### src/rtl/rr_priority_arbiter_if.sv
// Request/grant bundle between requesters, the arbiter and the grant consumer.
// The slave modport is the arbiter's view; master is the requester/consumer side.
interface rr_priority_arbiter_if #(
    parameter int N = 8
);
    localparam int IDXW = $clog2(N);

    logic [N-1:0]    req;
    logic            rr_mode;
    logic            gnt_valid;
    logic            gnt_ready;
    logic [IDXW-1:0] gnt_idx;
    logic [N-1:0]    gnt_onehot;

    modport slave (
        input  req,
        input  rr_mode,
        input  gnt_ready,
        output gnt_valid,
        output gnt_idx,
        output gnt_onehot
    );

    modport master (
        output req,
        output rr_mode,
        output gnt_ready,
        input  gnt_valid,
        input  gnt_idx,
        input  gnt_onehot
    );
endinterface

### src/rtl/rr_priority_arbiter.sv
// Registered N-way arbiter with runtime fixed-priority / round-robin selection
// and a valid/ready grant register that holds a sticky grant while stalled.
module rr_priority_arbiter #(
    parameter int N    = 8,
    parameter int IDXW = $clog2(N)
) (
    input  logic                  clk,
    input  logic                  reset,
    rr_priority_arbiter_if.slave  bus
);
    localparam logic [IDXW-1:0] PTR_TOP  = IDXW'(N - 1);
    localparam logic [IDXW-1:0] IDX_ZERO = {IDXW{1'b0}};
    localparam logic [N-1:0]    OH_ZERO  = {N{1'b0}};
    localparam logic [N-1:0]    OH_ONE   = {{(N-1){1'b0}}, 1'b1};

    logic            r_valid;
    logic [IDXW-1:0] r_idx;
    logic [N-1:0]    r_onehot;
    logic [IDXW-1:0] r_ptr;

    logic            w_accept;
    logic            w_load;
    logic            w_any;
    logic [IDXW-1:0] w_next_ptr;
    logic [IDXW-1:0] w_start;
    logic [IDXW-1:0] w_winner;
    logic [N-1:0]    w_winner_oh;

    // Scan downward from start with wrap-around; first set request wins.
    function automatic logic [IDXW-1:0] f_pick(
        input logic [N-1:0]    req_v,
        input logic [IDXW-1:0] start
    );
        logic            found;
        logic [IDXW-1:0] win;
        logic [IDXW-1:0] cand_idx;
        int              cand;
        found = 1'b0;
        win   = IDX_ZERO;
        for (int k = 0; k < N; k++) begin
            cand = int'(start) - k;
            if (cand < 0) begin
                cand = cand + N;
            end else begin
                cand = cand;
            end
            cand_idx = IDXW'(cand);
            if (!found && req_v[cand_idx]) begin
                found = 1'b1;
                win   = cand_idx;
            end else begin
                found = found;
            end
        end
        return win;
    endfunction

    // Handshake decode and pointer advance.
    always_comb begin
        w_accept   = r_valid & bus.gnt_ready;
        w_load     = ~r_valid | bus.gnt_ready;
        w_next_ptr = r_ptr;
        case ({w_accept, bus.rr_mode})
            2'b11: begin
                if (r_idx == IDX_ZERO) begin
                    w_next_ptr = PTR_TOP;
                end else begin
                    w_next_ptr = r_idx - IDXW'(1);
                end
            end
            2'b10:   w_next_ptr = PTR_TOP;
            default: w_next_ptr = r_ptr;
        endcase
    end

    // Winner search starts from the post-accept pointer so a same-edge reload is fair.
    always_comb begin
        w_any = |bus.req;
        if (bus.rr_mode) begin
            w_start = w_next_ptr;
        end else begin
            w_start = PTR_TOP;
        end
        w_winner    = f_pick(bus.req, w_start);
        w_winner_oh = OH_ONE << w_winner;
    end

    // Grant register and pointer; stall keeps everything, including a stale grant.
    always_ff @(posedge clk) begin
        if (!reset) begin
            r_valid  <= 1'b0;
            r_idx    <= IDX_ZERO;
            r_onehot <= OH_ZERO;
            r_ptr    <= PTR_TOP;
        end else begin
            r_ptr <= w_next_ptr;
            if (w_load) begin
                if (w_any) begin
                    r_valid  <= 1'b1;
                    r_idx    <= w_winner;
                    r_onehot <= w_winner_oh;
                end else begin
                    r_valid  <= 1'b0;
                    r_idx    <= IDX_ZERO;
                    r_onehot <= OH_ZERO;
                end
            end else begin
                r_valid  <= r_valid;
                r_idx    <= r_idx;
                r_onehot <= r_onehot;
            end
        end
    end

    assign bus.gnt_valid  = r_valid;
    assign bus.gnt_idx    = r_idx;
    assign bus.gnt_onehot = r_onehot;
endmodule

### src/flat_wrapper.sv
// flat-port wrapper written by rule: the top's interface ports become plain ports
module rr_priority_arbiter_flat 
#(
    parameter int N    = 8,
    parameter int IDXW = $clog2(N)
)
  (clk, reset, bus_req, bus_rr_mode, bus_gnt_ready, bus_gnt_valid, bus_gnt_idx, bus_gnt_onehot);
  rr_priority_arbiter_if #(.N(N)) bus_i ();
  input  logic clk;
  input  logic reset;
  input wire logic [$bits(bus_i.req)-1:0] bus_req;
  input wire logic [$bits(bus_i.rr_mode)-1:0] bus_rr_mode;
  input wire logic [$bits(bus_i.gnt_ready)-1:0] bus_gnt_ready;
  output wire logic [$bits(bus_i.gnt_valid)-1:0] bus_gnt_valid;
  output wire logic [$bits(bus_i.gnt_idx)-1:0] bus_gnt_idx;
  output wire logic [$bits(bus_i.gnt_onehot)-1:0] bus_gnt_onehot;
  assign bus_i.req = bus_req;
  assign bus_i.rr_mode = bus_rr_mode;
  assign bus_i.gnt_ready = bus_gnt_ready;
  assign bus_gnt_valid = bus_i.gnt_valid;
  assign bus_gnt_idx = bus_i.gnt_idx;
  assign bus_gnt_onehot = bus_i.gnt_onehot;
  rr_priority_arbiter #(.N(N), .IDXW(IDXW)) u_core (.clk(clk), .reset(reset), .bus(bus_i));
endmodule
### config.mk
export PLATFORM = sky130hd
export DESIGN_NAME = rr_priority_arbiter_flat
export DESIGN_NICKNAME = d
export VERILOG_FILES = /design/src/rtl/rr_priority_arbiter_if.sv /design/src/rtl/rr_priority_arbiter.sv /design/src/flat_wrapper.sv
export SDC_FILE = /design/constraint.sdc
export NUM_CORES = 1
export LEC_CHECK = 0
export BUFFER_PORTS_ARGS = -buffer_cell sky130_fd_sc_hd__buf_2
export CORE_AREA = 2 2 61 63
export DETAILED_ROUTE_END_ITERATION = 6
export DIE_AREA = 0 0 63 65
export HOLD_SLACK_MARGIN = 0.12
export PLACE_DENSITY = 0.74
export SLEW_MARGIN = 20
export SYNTH_ARGS = -nofsm -noshare
export SYNTH_HDL_FRONTEND = slang
export SYNTH_SLANG_ARGS = --single-unit
### constraint.sdc
create_clock -name clk -period 3.6 [get_ports clk]
set_clock_uncertainty 0.1 [all_clocks]
set_input_delay 0.36 -clock clk [delete_from_list [all_inputs] [get_ports clk]]
set_output_delay 0.36 -clock clk [all_outputs]
set_load 0.02 [all_outputs]
==> qor.json <==
{
  "cts_buf_count": 3,
  "synth_edf_count": 0,
  "p_leak_nw": 0.9379,
  "synth_warnings": 0,
  "dp_cells": 283,
  "power.density_cell_area_nw_per_um2": 297.7,
  "finish.instance_area_sq_um": 2216,
  "cts_tree": "done",
  "floorplan.die_area_sq_um": 4095,
  "routed_wire_length_per_instance_microns": 16.24,
  "fin_util_pct": 63.39,
  "hold_path.class": "input port to flip-flop",
  "synthTopCellsByArea": "dfxtp_1 (17%), mux2i_1 (12%), nand2_1 (5.2%), mux2_2 (3.3%), ha_1 (2.9%)",
  "port_buffers": 23,
  "synth_seq_cells": 15,
  "residual_drc": 0,
  "cts_hold_buffers": 0,
  "slowest_delay_ps": 470,
  "synthDominantAreaCellType": "dfxtp_1",
  "postSynthAreaPerCell_sq_um": 8.560,
  "antennaDiodeCount": 0,
  "dp.final_hpwl_mm": 3.538,
  "timing.slew.headroom_pct": 67.23,
  "drt-initial-drc-count": 179,
  "dpl_cell_area_sq_um": 2016,
  "die_y_microns": 65,
  "setup.worst_path.start_class": "flip-flop",
  "worst_hold_slack_ps": 207.8,
  "io_pins": 24,
  "ys_async_sr_fraction_pct": 0,
  "ys_top_cells_by_count": "nand2_1 (24), mux2i_1 (20), dfxtp_1 (15)",
  "timing.critical_path.slowest_stage_cell": "mux4_2",
  "clkSinkCount": 15,
  "run_status": "finished, final reports clean",
  "grt_pass1_vias": 1641,
  "gpl.final_weighted_congestion": 0.9581,
  "critPathMostFrequentCell": "buf_4",
  "ff2ff_setup_slack_ps": 110,
  "avgViaCountPerCell": 6.061,
  "grt_start_max_net_pins": 11,
  "drive_gt1_share_pct": 45.31,
  "setup-violations-final": 0,
  "critical_path_buffer_and_inverter_count": 3,
  "finalHoldViolCount": 0,
  "cts_max_path_buffers": 2,
  "synth.net_count": 218,
  "insertion_delay_ps": 290,
  "via_count": 1776,
  "initial_core_util_pct": 49.46,
  "core_region_area_sq_um": 3496,
  "cp_max_fo": 10,
  "netlist-cell-type-count": 66,
  "period_share_pct": 96.92,
  "required_ps": 3710,
  "seq_area_sq_um": 305.3,
  "multi_input_comb_area_sq_um": 1524,
  "critPathKind": "flip-flop to flip-flop",
  "final-max-slew-violation-count": 0,
  "std_cell_rows": 22,
  "post-synth-top-count-cell": "nand2_1",
  "postRouteWirelength_mm": 4.759,
  "timing.max_cap.violations": 0,
  "postSynthCellCount": 202,
  "drt_pre_antenna_iters": 4,
  "syn-cell-area_sq_um": 1729,
  "final.min_clock_period_ps": 3489,
  "fp.dieW_microns": 63,
  "clk_pin_slew_ps": 100,
  "root_buffer": "clkbuf_4",
  "instances_no_fill": 293,
  "clock.fmax_mhz": 286.6,
  "setup_total_negative_slack_ps": 0,
  "transition_time_at_the_pin_with_the_least_slew_margin_ps": 482.0,
  "synthToLayoutAreaGrowth_pct": 28.15,
  "cts.htree.levels": 1,
  "synthDominantCellAreaShare_pct": 17.37,
  "arrival_ps": 3600,
  "postRouteAntennaNets": 0,
  "grt_pass1_wl_mm": 7.527,
  "vdd_drop_max_mv": 0.2431,
  "crit_path_end_kind": "flip-flop",
  "ys_dominant_reg_cell": "dfxtp_1",
  "grt_overflow_total": 0,
  "fillCellCount": 312,
  "worst_path_dominant_cell_family": "compound AO/OA/AOI/OAI gates",
  "fin_nets": 262,
  "initial_antenna_violation_count": 0,
  "sequential_cell_area_fraction_in_the_yosys_report_pct": 17.37,
  "cell_by_cell_listing_of_the_critical_path": "inv_1 > ha_4 > nand2b_1 > a32o_2 > buf_4 > mux2i_1 > buf_4 > mux4_2 > a21oi_4 > nand4_1 > nor2_1 > a21oi_2 > and2_4 > o41ai_2",
  "grtUsageTotal_pct": 22.65
}
per-stage QoR:
stage	worst slack, ps	power (W)
floorplan	1.487	0.0004334
global placement	122.1	0.0005146
detailed placement	82.28	0.0005183
CTS	19.63	0.0006146
global route	-112.0	0.0006995
finish	110.9	0.0006596
cell type report:
type                       count  share of cell area (%)
multi-input combinational    175                   68.77
sequential                    15                   13.78
timing repair buffer          44                   12.31
tap                           48                   2.710
inverter                       7                   1.186
clock buffer                   3                   1.016
clock inverter                 1                  0.2259
cell families (layout without fill, tap and decap cells):
kind of cell,after synthesis,in the layout,share of synthesized area (%)
and+or+nand+nor,74,74,22.79
AOI/OAI and AO/OA,62,62,30.75
muxes,31,31,20.77
DFF,15,15,17.37
buffers and inverters,12,55,2.967
adders and majority gates,4,4,2.894
xor gates and xnor gates,4,4,2.461
sequential cells by signal, summed over array words and instances (netlist names):
| register | flops |
|---|---|
| u_core.bus.gnt_idx | 3 |
| u_core.bus.gnt_onehot | 8 |
| u_core.bus.gnt_valid | 1 |
| u_core.r_ptr | 3 |
metal layers:
metal / part of all wire, % / up-vias / track usage, %
met1: 44 / 846 / 30.42
met3: 4.4 / 10 / 0.8681
met2: 49 / 60 / 38.43
met4: 2.0 / 0 / 8.889
met5: 0 / - / 0
li1: - / 860 / -
cells in the final DEF (no fill, tap or decap), drive strengths merged, types with 2 or more instances in the layout:
master / count
a22oi: 4
o21ai: 12
o41ai: 2
nand3: 5
nor3: 4
nand2b: 2
xnor2: 3
a21boi: 5
inv: 7
nor2: 13
o2bb2ai: 2
ha: 4
o2111ai: 2
buf: 44
or2: 2
a21oi: 11
a221oi: 4
a211o: 2
and2: 6
o211ai: 2
nor2b: 3
nand4: 3
a32o: 3
o31ai: 6
mux2i: 23
and3: 7
mux2: 7
clkbuf: 3
dfxtp: 15
nand2: 25
where the power goes:
group	total (W)	internal (W)	switching, W
sequential	0.000192	0.000181	0.0000115
clock	0.0000964	0.0000414	0.0000550
combinational	0.000371	0.000162	0.000208
timing repair:
action,4_1_cts,5_1_grt
buffers inserted,0,6
endpoints found under the setup margin,0,10
resized for setup,0,24
final timing paths:
path,cells past startpoint,start,to
worst max register to register,14,u_core.bus.gnt_idx[0],u_core.bus.gnt_onehot[0]
worst min register to register,2,u_core.bus.gnt_onehot[4],u_core.bus.gnt_onehot[4]
worst max-delay path,14,u_core.bus.gnt_idx[0],u_core.bus.gnt_onehot[0]
worst min-delay path,2,reset,u_core.r_ptr[2]
(Power assumes the default switching activity.)
